$ cat src/rtl/mmio_uart_tx.sv
// rtl/mmio_uart_tx.sv - memory-mapped debug UART transmitter (byte FIFO + 8N1 serializer)
// Stores to TX_ADDR queue bytes; loads from STATUS_ADDR report FIFO/serializer state.
module mmio_uart_tx #(
  parameter int          CLKS_PER_BIT = 868,
  parameter int          FIFO_DEPTH   = 16,
  parameter logic [31:0] TX_ADDR      = 32'h0000_1000,
  parameter logic [31:0] STATUS_ADDR  = 32'h0000_1004
) (
  input  logic        clk,
  input  logic        resetn,
  input  logic        MemWriteM,
  input  logic        MemReadM,
  input  logic [31:0] AddrM,
  input  logic [31:0] WriteDataM,
  output logic [31:0] ReadDataM,
  output logic        StallM,
  output logic        uart_tx,
  output logic [7:0]  tx_Data,
  output logic        tx_DataValid
);

  localparam int PW = $clog2(FIFO_DEPTH);
  localparam int CW = $clog2(FIFO_DEPTH + 1);
  localparam int BW = $clog2(CLKS_PER_BIT);

  typedef enum logic [1:0] {S_IDLE, S_START, S_DATA, S_STOP} state_t;

  logic [7:0]    r_mem [FIFO_DEPTH];
  logic [PW-1:0] r_wr_ptr;
  logic [PW-1:0] r_rd_ptr;
  logic [CW-1:0] r_count;
  state_t        r_state;
  state_t        w_state_next;
  logic [BW-1:0] r_baud_cnt;
  logic [2:0]    r_bit_idx;
  logic [7:0]    r_shift;
  logic [7:0]    r_tx_data;
  logic          r_tx_valid;

  logic          w_full;
  logic          w_empty;
  logic          w_tx_hit;
  logic          w_push;
  logic          w_pop;
  logic          w_baud_done;
  logic          w_uart_tx;
  logic [7:0]    w_count8;
  logic          w_unused;

  assign w_full      = (r_count == CW'(FIFO_DEPTH));
  assign w_empty     = (r_count == '0);
  assign w_tx_hit    = MemWriteM && (AddrM == TX_ADDR);
  assign w_push      = w_tx_hit && !w_full;
  assign w_pop       = (r_state == S_IDLE) && !w_empty;
  assign w_baud_done = (r_baud_cnt == BW'(CLKS_PER_BIT - 1));
  assign w_unused    = &{1'b0, WriteDataM[31:8]};

  // Stall uses the registered full flag, so a same-cycle pop never releases it early.
  assign StallM = w_tx_hit && w_full;

  always_ff @(posedge clk) begin
    if (w_push) begin
      r_mem[r_wr_ptr] <= WriteDataM[7:0];
    end
  end

  always_ff @(posedge clk) begin
    if (!resetn) begin
      r_wr_ptr <= '0;
      r_rd_ptr <= '0;
      r_count  <= '0;
    end else begin
      if (w_push) r_wr_ptr <= r_wr_ptr + PW'(1);
      if (w_pop)  r_rd_ptr <= r_rd_ptr + PW'(1);
      case ({w_push, w_pop})
        2'b10:   r_count <= r_count + CW'(1);
        2'b01:   r_count <= r_count - CW'(1);
        default: r_count <= r_count;
      endcase
    end
  end

  always_ff @(posedge clk) begin
    if (!resetn) r_state <= S_IDLE;
    else         r_state <= w_state_next;
  end

  always_comb begin
    w_state_next = r_state;
    case (r_state)
      S_IDLE:  if (!w_empty)                          w_state_next = S_START;
      S_START: if (w_baud_done)                       w_state_next = S_DATA;
      S_DATA:  if (w_baud_done && r_bit_idx == 3'd7)  w_state_next = S_STOP;
      S_STOP:  if (w_baud_done)                       w_state_next = S_IDLE;
      default:                                        w_state_next = S_IDLE;
    endcase
  end

  always_comb begin
    w_uart_tx = 1'b1;
    case (r_state)
      S_START: w_uart_tx = 1'b0;
      S_DATA:  w_uart_tx = r_shift[0];
      default: w_uart_tx = 1'b1;
    endcase
  end

  assign uart_tx = w_uart_tx;

  always_ff @(posedge clk) begin
    if (!resetn) begin
      r_baud_cnt <= '0;
      r_bit_idx  <= '0;
      r_shift    <= '0;
      r_tx_data  <= '0;
      r_tx_valid <= 1'b0;
    end else begin
      if (r_state == S_IDLE || w_baud_done) r_baud_cnt <= '0;
      else                                  r_baud_cnt <= r_baud_cnt + BW'(1);

      if (r_state != S_DATA)  r_bit_idx <= '0;
      else if (w_baud_done)   r_bit_idx <= r_bit_idx + 3'd1;

      if (w_pop)                                 r_shift <= r_mem[r_rd_ptr];
      else if (r_state == S_DATA && w_baud_done) r_shift <= {1'b0, r_shift[7:1]};

      r_tx_valid <= w_pop;
      if (w_pop) r_tx_data <= r_mem[r_rd_ptr];
    end
  end

  assign tx_Data      = r_tx_data;
  assign tx_DataValid = r_tx_valid;

  always_comb begin
    w_count8 = '0;
    for (int i = 0; i < CW && i < 8; i++) w_count8[i] = r_count[i];
  end

  always_comb begin
    ReadDataM = '0;
    if (MemReadM && AddrM == STATUS_ADDR)
      ReadDataM = {16'b0, w_count8, 5'b0, (r_state != S_IDLE), w_empty, w_full};
  end

endmodule
$ cat config.mk
export PLATFORM = sky130hd
export DESIGN_NAME = mmio_uart_tx
export DESIGN_NICKNAME = d
export VERILOG_FILES = /design/src/rtl/mmio_uart_tx.sv
export SDC_FILE = /design/constraint.sdc
export NUM_CORES = 1
export LEC_CHECK = 0
export ABC_AREA = 1
export CORE_MARGIN = 10
export CORE_UTILIZATION = 55
export CTS_BUF_LIST = sky130_fd_sc_hd__clkbuf_16
export CTS_CLUSTER_SIZE = 8
export DETAILED_ROUTE_END_ITERATION = 10
export GPL_ROUTABILITY_DRIVEN = 0
export PLACE_DENSITY = 0.8
export SLEW_MARGIN = 20
export SYNTH_ARGS = -nofsm -noshare
export SYNTH_HDL_FRONTEND = slang
export SYNTH_SLANG_ARGS = --single-unit
$ cat constraint.sdc
create_clock -name clk -period 2.95 [get_ports clk]
set_input_delay 0.295 -clock clk [delete_from_list [all_inputs] [get_ports clk]]
set_output_delay 0.295 -clock clk [all_outputs]
set_load 0.005 [all_outputs]
==> summary.md, run 1 <==
| Metric | Value |
|---|---|
| Die area | 20600 um2 |
| Max Fclk | 383 MHz |
| Final min period | 2.61 ns |
| Worst slew pin tran | 0.663 ns |
| Postcts setup bufs | 0 |
| RSZ-0062 raised after global routing | no |
| PnR Total Power | 7.35 mW |
| Via count | 6166 |
| First-pass GRT wire length | 28400 um |
| Setup violations, final | 0 |
| Nets | 1095 |
| Distinct cells, synth | 37 |
| Core Box Area | 15000 um2 |
| Setup total negative slack | 0 ns |
| Status | completed |
| Total track usage | around 18% |
| Remaining antenna violation count | 0 |
| Skew final | 0.00716 ns |
| Post-synth EDFFs | ~130 |
| Initial Utilization | 55.7% |
| Die height | between 100 and 150 um |
| Post-route insts no fill | around 1200 |
| Critical-path cell list | clkdlybuf4s50_1 -> nor2_1 -> nand2_1 -> nor2_1 -> nand2_1 -> nor2_4 -> nand3_1 -> nor3_1 -> clkdlybuf4s50_1 |
| Clock root buffer master | clkbuf_16 |
| N_diodes | 0 |
| Top area cells in the synthesized netlist | edfxtp_1 (46%), dfxtp_1 (12%), nand2_1 (11%) |
| LEAKAGE | 4.16 nW |
| Grt ovf | 0 |
| Row cnt | 45 |
| Port Buffer Count | 62 |
| Filler cell count | approximately 1100 |
| Final period util | 88.5% |
| Max incr delay on CP | 0.53 ns |
| HP Class | flop to flop |
| Cts bufs inserted | 17 |
| Footprint of the multi-input gates | ~2700 um2 |
| Slew headroom | 55.7% |
| Htree depth | 4 |
| CP startpoint kind | input port |
| # IOs | 111 |
| Crit-path slowest cell | clkdlybuf4s50_1 |
| Yosys warning count | 0 |
| DR vias/cell | approximately 5 |
| TritonCTS clock tree | yes |
| Crit end category | primary output |
| Most common cell after layout, fill and taps aside | nand2_1 |
| P&R area growth vs syn | 16.2% |
| Seq/Total Area, Yosys | 57.6% |
| Synth area leader | edfxtp_1 |
| CP max FO | 8 |
| HPWL Detailed | 11700 um |
| Post-CTS sizing | 0 |
| Max Cap Viol | 0 |
| Max Slew Vio Count | 0 |
| Final hold vios | 0 |
| Critical path type | input port to primary output |
| Synth Register Bits | 177 |
| Clock Tree Buf Depth | 2 |
| Cts hold-fix bufs | 0 |
| Worst Hold Depth | 2 |
| Most frequent cells in the layout | nand2_1 (255), inv_1 (143), edfxtp_1 (128) |
| Most used DFF post-synth | edfxtp_1 |
| Number of remaining DRC errors | 0 |
| Worst reg2reg path depth | 14 |
| Largest net degree at the start of global routing | 33 |
| Peak VDD IR | 484 uV |
| Vias in the first global route | roughly 6000 |
| Die W | 143 um |
| Sequential cell area | 4830 um2 |
| Async S/R FF share, synth | 0% |
| # placed instances | 1180 |
| Finished Cell Area | 9730 um2 |
| Layout Utilization | 64.7% |
| CP required | 2.65 ns |
| Share of layout cells above drive strength 1 | 8.11% |
| Crit path DAT | between 2 and 2.5 ns |
| Register-to-register setup slack | approximately 0.53 ns |
| Netlist area before placement | roughly 8400 um2 |
| Final WS setup | 0.340 ns |
| Power Dens Cells | 755 nW/um2 |
| Post-Syn Instances | approximately 940 |
| Worst hold slack | 0.451 ns |
| Antenna violations before repair | 0 |
| Routed len/inst | 14.8 um |
| Iteration count of the initial detailed-routing pass | 8 |
| # clock sinks | roughly 180 |
| Clock Latency Late Sink | 0.44 ns |
| Clock transition at the registers of the reported paths | roughly 0.070 ns |
| Synth top area share | 45.9% |
| DP Worst Slack | 0.161 ns |
| DRT iter0 DRCs | 546 |
| Avg Cell Area, Syn | roughly 9 um2 |
| Cell Area, Placed | 9150 um2 |
| DRT Wirelength | 17900 um |
==> cell families after synthesis <==
| kind of cell | synth area share, % |
|---|---|
| simple gates | 24.5 |
| buf+inv | 10.9 |
| flops | 57.6 |
| fa+ha+maj | 2.39 |
| compound gates | 3.60 |
| other cells | 0.0448 |
| xor+xnor | 0.942 |
==> routing by layer <==
layer / GRT usage [%] / share of wire (%) / up-vias
met4: 7.47 / 2.4 / 0
met2: 29.5 / 48 / 212
met5: 0 / 0 / -
met3: 4.95 / 7.5 / 34
met1: 21.2 / 42 / 2834
li1: - / - / 3086
==> registers in the layout, indices dropped and copies added (netlist names), named ones only <==
signal and count:
tx_Data 8, r_wr_ptr 4, r_baud_cnt 10, r_bit_idx 3, r_mem 128, r_state 2, tx_DataValid 1, r_count 5
r_shift 8, r_rd_ptr 4
==> report_power, final <==
part | internal [mW] | total [mW] | switching (mW)
Clock | 1.25 | 2.21 | 0.955
Sequential | 2.81 | 2.93 | 0.123
Combinational | 0.765 | 2.21 | 1.44
==> worst max-delay path, delay by kind of cell <==
| family | cells | cell delay (ns) |
|---|---|---|
| and+or+nand+nor | 7 | 1.08 |
| buffers and inverters | 2 | 0.94 |
==> layout make-up <==
| type | count | share of cell area, % |
|---|---|---|
| multi-input cells | 580 | 28.0 |
| clock buffers | 17 | 4.37 |
| flip-flops and latches | 177 | 49.6 |
| inverters | 149 | 5.75 |
| clock inverters | 15 | 1.63 |
| repair buffers | 86 | 8.23 |
| well taps | 188 | 2.42 |
==> cell usage after synthesis, types with 2 or more instances <==
cell	n
nor3b_1	2
nand3_2	10
nor2_2	3
buf_2	18
clkbuf_1	7
buf_4	27
nand2_1	255
nand3_1	96
a211oi_1	2
ha_1	16
inv_2	5
a21oi_1	34
nor2_1	91
nand4_1	6
o21ai_0	17
dfxtp_1	49
xor2_1	8
inv_1	143
nand2_2	2
edfxtp_1	128
nor3_1	3
==> worst paths after layout <==
| check | startpoint | to |
|---|---|---|
| worst max-delay path | AddrM[4] | ReadDataM[0] |
| worst min-delay path | r_bit_idx[2] | r_bit_idx[2] |
| worst max register to register | r_count[0] | r_count[4] |
| worst min register to register | r_bit_idx[2] | r_bit_idx[2] |
(Power assumes the default switching activity.)
==> inputs of run 2 (changes only) <==
--- a/config.mk
+++ b/config.mk
@@ -7,12 +7,12 @@
 export LEC_CHECK = 0
 export ABC_AREA = 1
 export CORE_MARGIN = 10
-export CORE_UTILIZATION = 55
+export CORE_UTILIZATION = 50
 export CTS_BUF_LIST = sky130_fd_sc_hd__clkbuf_16
 export CTS_CLUSTER_SIZE = 8
 export DETAILED_ROUTE_END_ITERATION = 10
 export GPL_ROUTABILITY_DRIVEN = 0
-export PLACE_DENSITY = 0.8
+export PLACE_DENSITY = 0.74
 export SLEW_MARGIN = 20
 export SYNTH_ARGS = -nofsm -noshare
 export SYNTH_HDL_FRONTEND = slang
==> run 2 against run 1 <==
  * Non-clock buffer count increased by 1
  * Sequential power about the same
  * Clock power grew 9.5%
  * Clock skew up 0.0020 ns
  * Worst hold slack got worse by 0.0027 ns
  * Cell count grew 2.7%
  * Design area is 1.1% higher
  * Die area grew 8.6%
  * Worst setup slack better by 0.028 ns
  * Via count down 0.32%
  * Critical endpoint unchanged
==> summary.md, run 2 (synthesis gave the netlist of run 1 again) <==
| Metric | Value |
|---|---|
| Grt ovf | 0 (unchanged) |
| Die area | 22300 um2 (+8.6%) |
| Crit path to | ReadDataM[0] |
| Max Fclk | 387 MHz (+1.1%) |
| Cts hold-fix bufs | 0 (unchanged) |
| Routed len/inst | 14.8 um (-0.25%) |
| Number of remaining DRC errors | 0 (unchanged) |
| Cts bufs inserted | 17 (unchanged) |
| Final period util | 87.5% (-0.96 points) |
| Row cnt | 47 (+4.4%) |
| Worst reg2reg path depth | 14 (unchanged) |
| Total track usage | 16.7% (-1.1 points) |
| Core Box Area | 16500 um2 (+9.9%) |
| Iteration count of the initial detailed-routing pass | 5 (-3) |
| P&R area growth vs syn | 17.5% |
| Crit path from | AddrM[20] |
| # clock sinks | 177 (unchanged) |
| Clock Latency Late Sink | 0.43 ns (about the same) |
| Setup total negative slack | 0 ns (unchanged) |
| Htree depth | 4 (unchanged) |
| Skew final | 0.00919 ns (+0.00203 ns) |
| Critical path type | input port to primary output |
| CP required | 2.65 ns (about the same) |
| Largest net degree at the start of global routing | 65 (+97%) |
| Power Dens Cells | 768 nW/um2 (+1.6%) |
| DR vias/cell | 4.94 (-3.0%) |
| First-pass GRT wire length | 29100 um (+2.4%) |
| Number of flip-flops in the largest register | 128 (unchanged) |
| Die W | 149 um (+4.2%) |
| Vias in the first global route | 5893 (+0.051%) |
| Cell Area, Placed | 9190 um2 (+0.52%) |
| Antenna violations before repair | 0 (unchanged) |
| R2R Path Start | r_count[0] |
| LEAKAGE | 4.20 nW (+0.96%) |
| Worst slew pin tran | 0.780 ns (+0.117 ns) |
| Via count | 6146 (-0.32%) |
| Crit path DAT | 2.29 ns (-0.02 ns) |
| # placed instances | 1213 (+2.8%) |
| Nets | 1096 (+0.091%) |
| DRT Wirelength | 18400 um (+2.5%) |
| DRT iter0 DRCs | 458 (-16%) |
| Most frequent cells in the layout | nand2_1 (255), inv_1 (144), edfxtp_1 (128) |
| Post-route insts no fill | 1245 (+2.7%) |
| TritonCTS clock tree | yes |
| CP startpoint kind | input port |
| Register-to-register setup slack | 0.61 ns (+0.08 ns) |
| Most common cell after layout, fill and taps aside | nand2_1 |
| Footprint of the multi-input gates | 2720 um2 (unchanged) |
| Die height | 149 um (+4.2%) |
| Clock transition at the registers of the reported paths | 0.06 ns (about the same) |
| Port Buffer Count | 62 (unchanged) |
| Remaining antenna violation count | 0 (unchanged) |
| Finished Cell Area | 9830 um2 (+1.1%) |
| Clock root buffer master | clkbuf_16 |
| Final hold vios | 0 (unchanged) |
| Share of layout cells above drive strength 1 | 7.90% (-0.20 points) |
| CP max FO | 8 (unchanged) |
| Crit end category | primary output |
| Clock Tree Buf Depth | 2 (unchanged) |
| Post-CTS sizing | 0 (unchanged) |
| Worst r2r dst | r_count[4] |
| Layout Utilization | 59.5% (-5.2 points) |
| HPWL Detailed | 11900 um (+1.8%) |
| Filler cell count | 1338 (+19%) |
| Slew headroom | 47.9% (-7.8 points) |
| Status | completed |
| Setup violations, final | 0 (unchanged) |
| Biggest regs | r_mem (128), r_baud_cnt (10) |
| Postcts setup bufs | 0 (unchanged) |
| Most flop-heavy register | r_mem |
| RSZ-0062 raised after global routing | no |
| HP Class | flop to flop |
| N_diodes | 0 (unchanged) |
| Sequential cell area | 4830 um2 (unchanged) |
| Final min period | 2.58 ns (-0.0282 ns) |
| # IOs | 111 (unchanged) |
| Max Cap Viol | 0 (unchanged) |
| Peak VDD IR | 497 uV (+2.8%) |
| Max Slew Vio Count | 0 (unchanged) |
| Initial Utilization | 50.7% (-5.0 points) |
==> run 2: cell count changes in the layout (fill, tap and decap cells not counted), sizes merged <==
cell	previous run	this run
clkinvlp	3	0
bufinv	2	5
buf	24	25
==> run 2: power breakdown <==
group / internal [mW] / switching (mW)
logic: 0.766 / 1.46
clock network: 1.50 / 0.920
registers: 2.81 / 0.0911
==> run 2: final cells by class <==
cell class | instances | area share (%)
sequential | 177 | 49.1
tap | 220 | 2.80
clock buffer | 17 | 4.33
multi-input combinational | 580 | 27.7
clock inverter | 15 | 2.18
inverter | 149 | 5.69
timing repair buffer | 87 | 8.22
==> run 2: metrics by stage <==
| step | worst slack (ns) | hold slack (ns) | total power [mW] |
|---|---|---|---|
| 3_3_place_gp | 0.199 | 0.434 | 5.10 |
| 5_1_grt | 0.176 | 0.483 | 8.01 |
| 6_report | 0.369 | 0.449 | 7.55 |
| 3_5_place_dp | 0.199 | 0.437 | 5.16 |
| 2_1_floorplan | 0.822 | 0.394 | 4.60 |
| 4_1_cts | 0.346 | 0.451 | 7.57 |
==> run 2: worst min path at each step <==
stage | depth (start not counted) | endpoint | start
finish | 1 | r_baud_cnt[0] | r_baud_cnt[0]
global route | 2 | r_bit_idx[2] | r_bit_idx[2]
CTS | 1 | r_baud_cnt[0] | r_baud_cnt[0]
detailed placement | 1 | r_baud_cnt[0] | r_baud_cnt[0]
global placement | 1 | r_baud_cnt[0] | r_baud_cnt[0]
floorplan | 0 | r_mem[0][0] | WriteDataM[0]
==> run 2: critical path, cell delays in order <==
cell             delay [ns]
clkdlybuf4s50_1        0.40
nor2_1                 0.15
nand2_1                0.07
nor2_1                 0.12
nand2_1                0.11
nor2_4                 0.15
nand3_1                0.26
nor3_1                 0.21
clkdlybuf4s50_1        0.53
==> run 2: routing by layer <==
metal  up-vias  wire (um)  global-route usage, %
met5         -          0                      0
met4         0        348                   6.28
met2       207       8980                   28.3
li1       3091          -                      -
met1      2822       7670                   19.8
met3        26       1390                   4.58
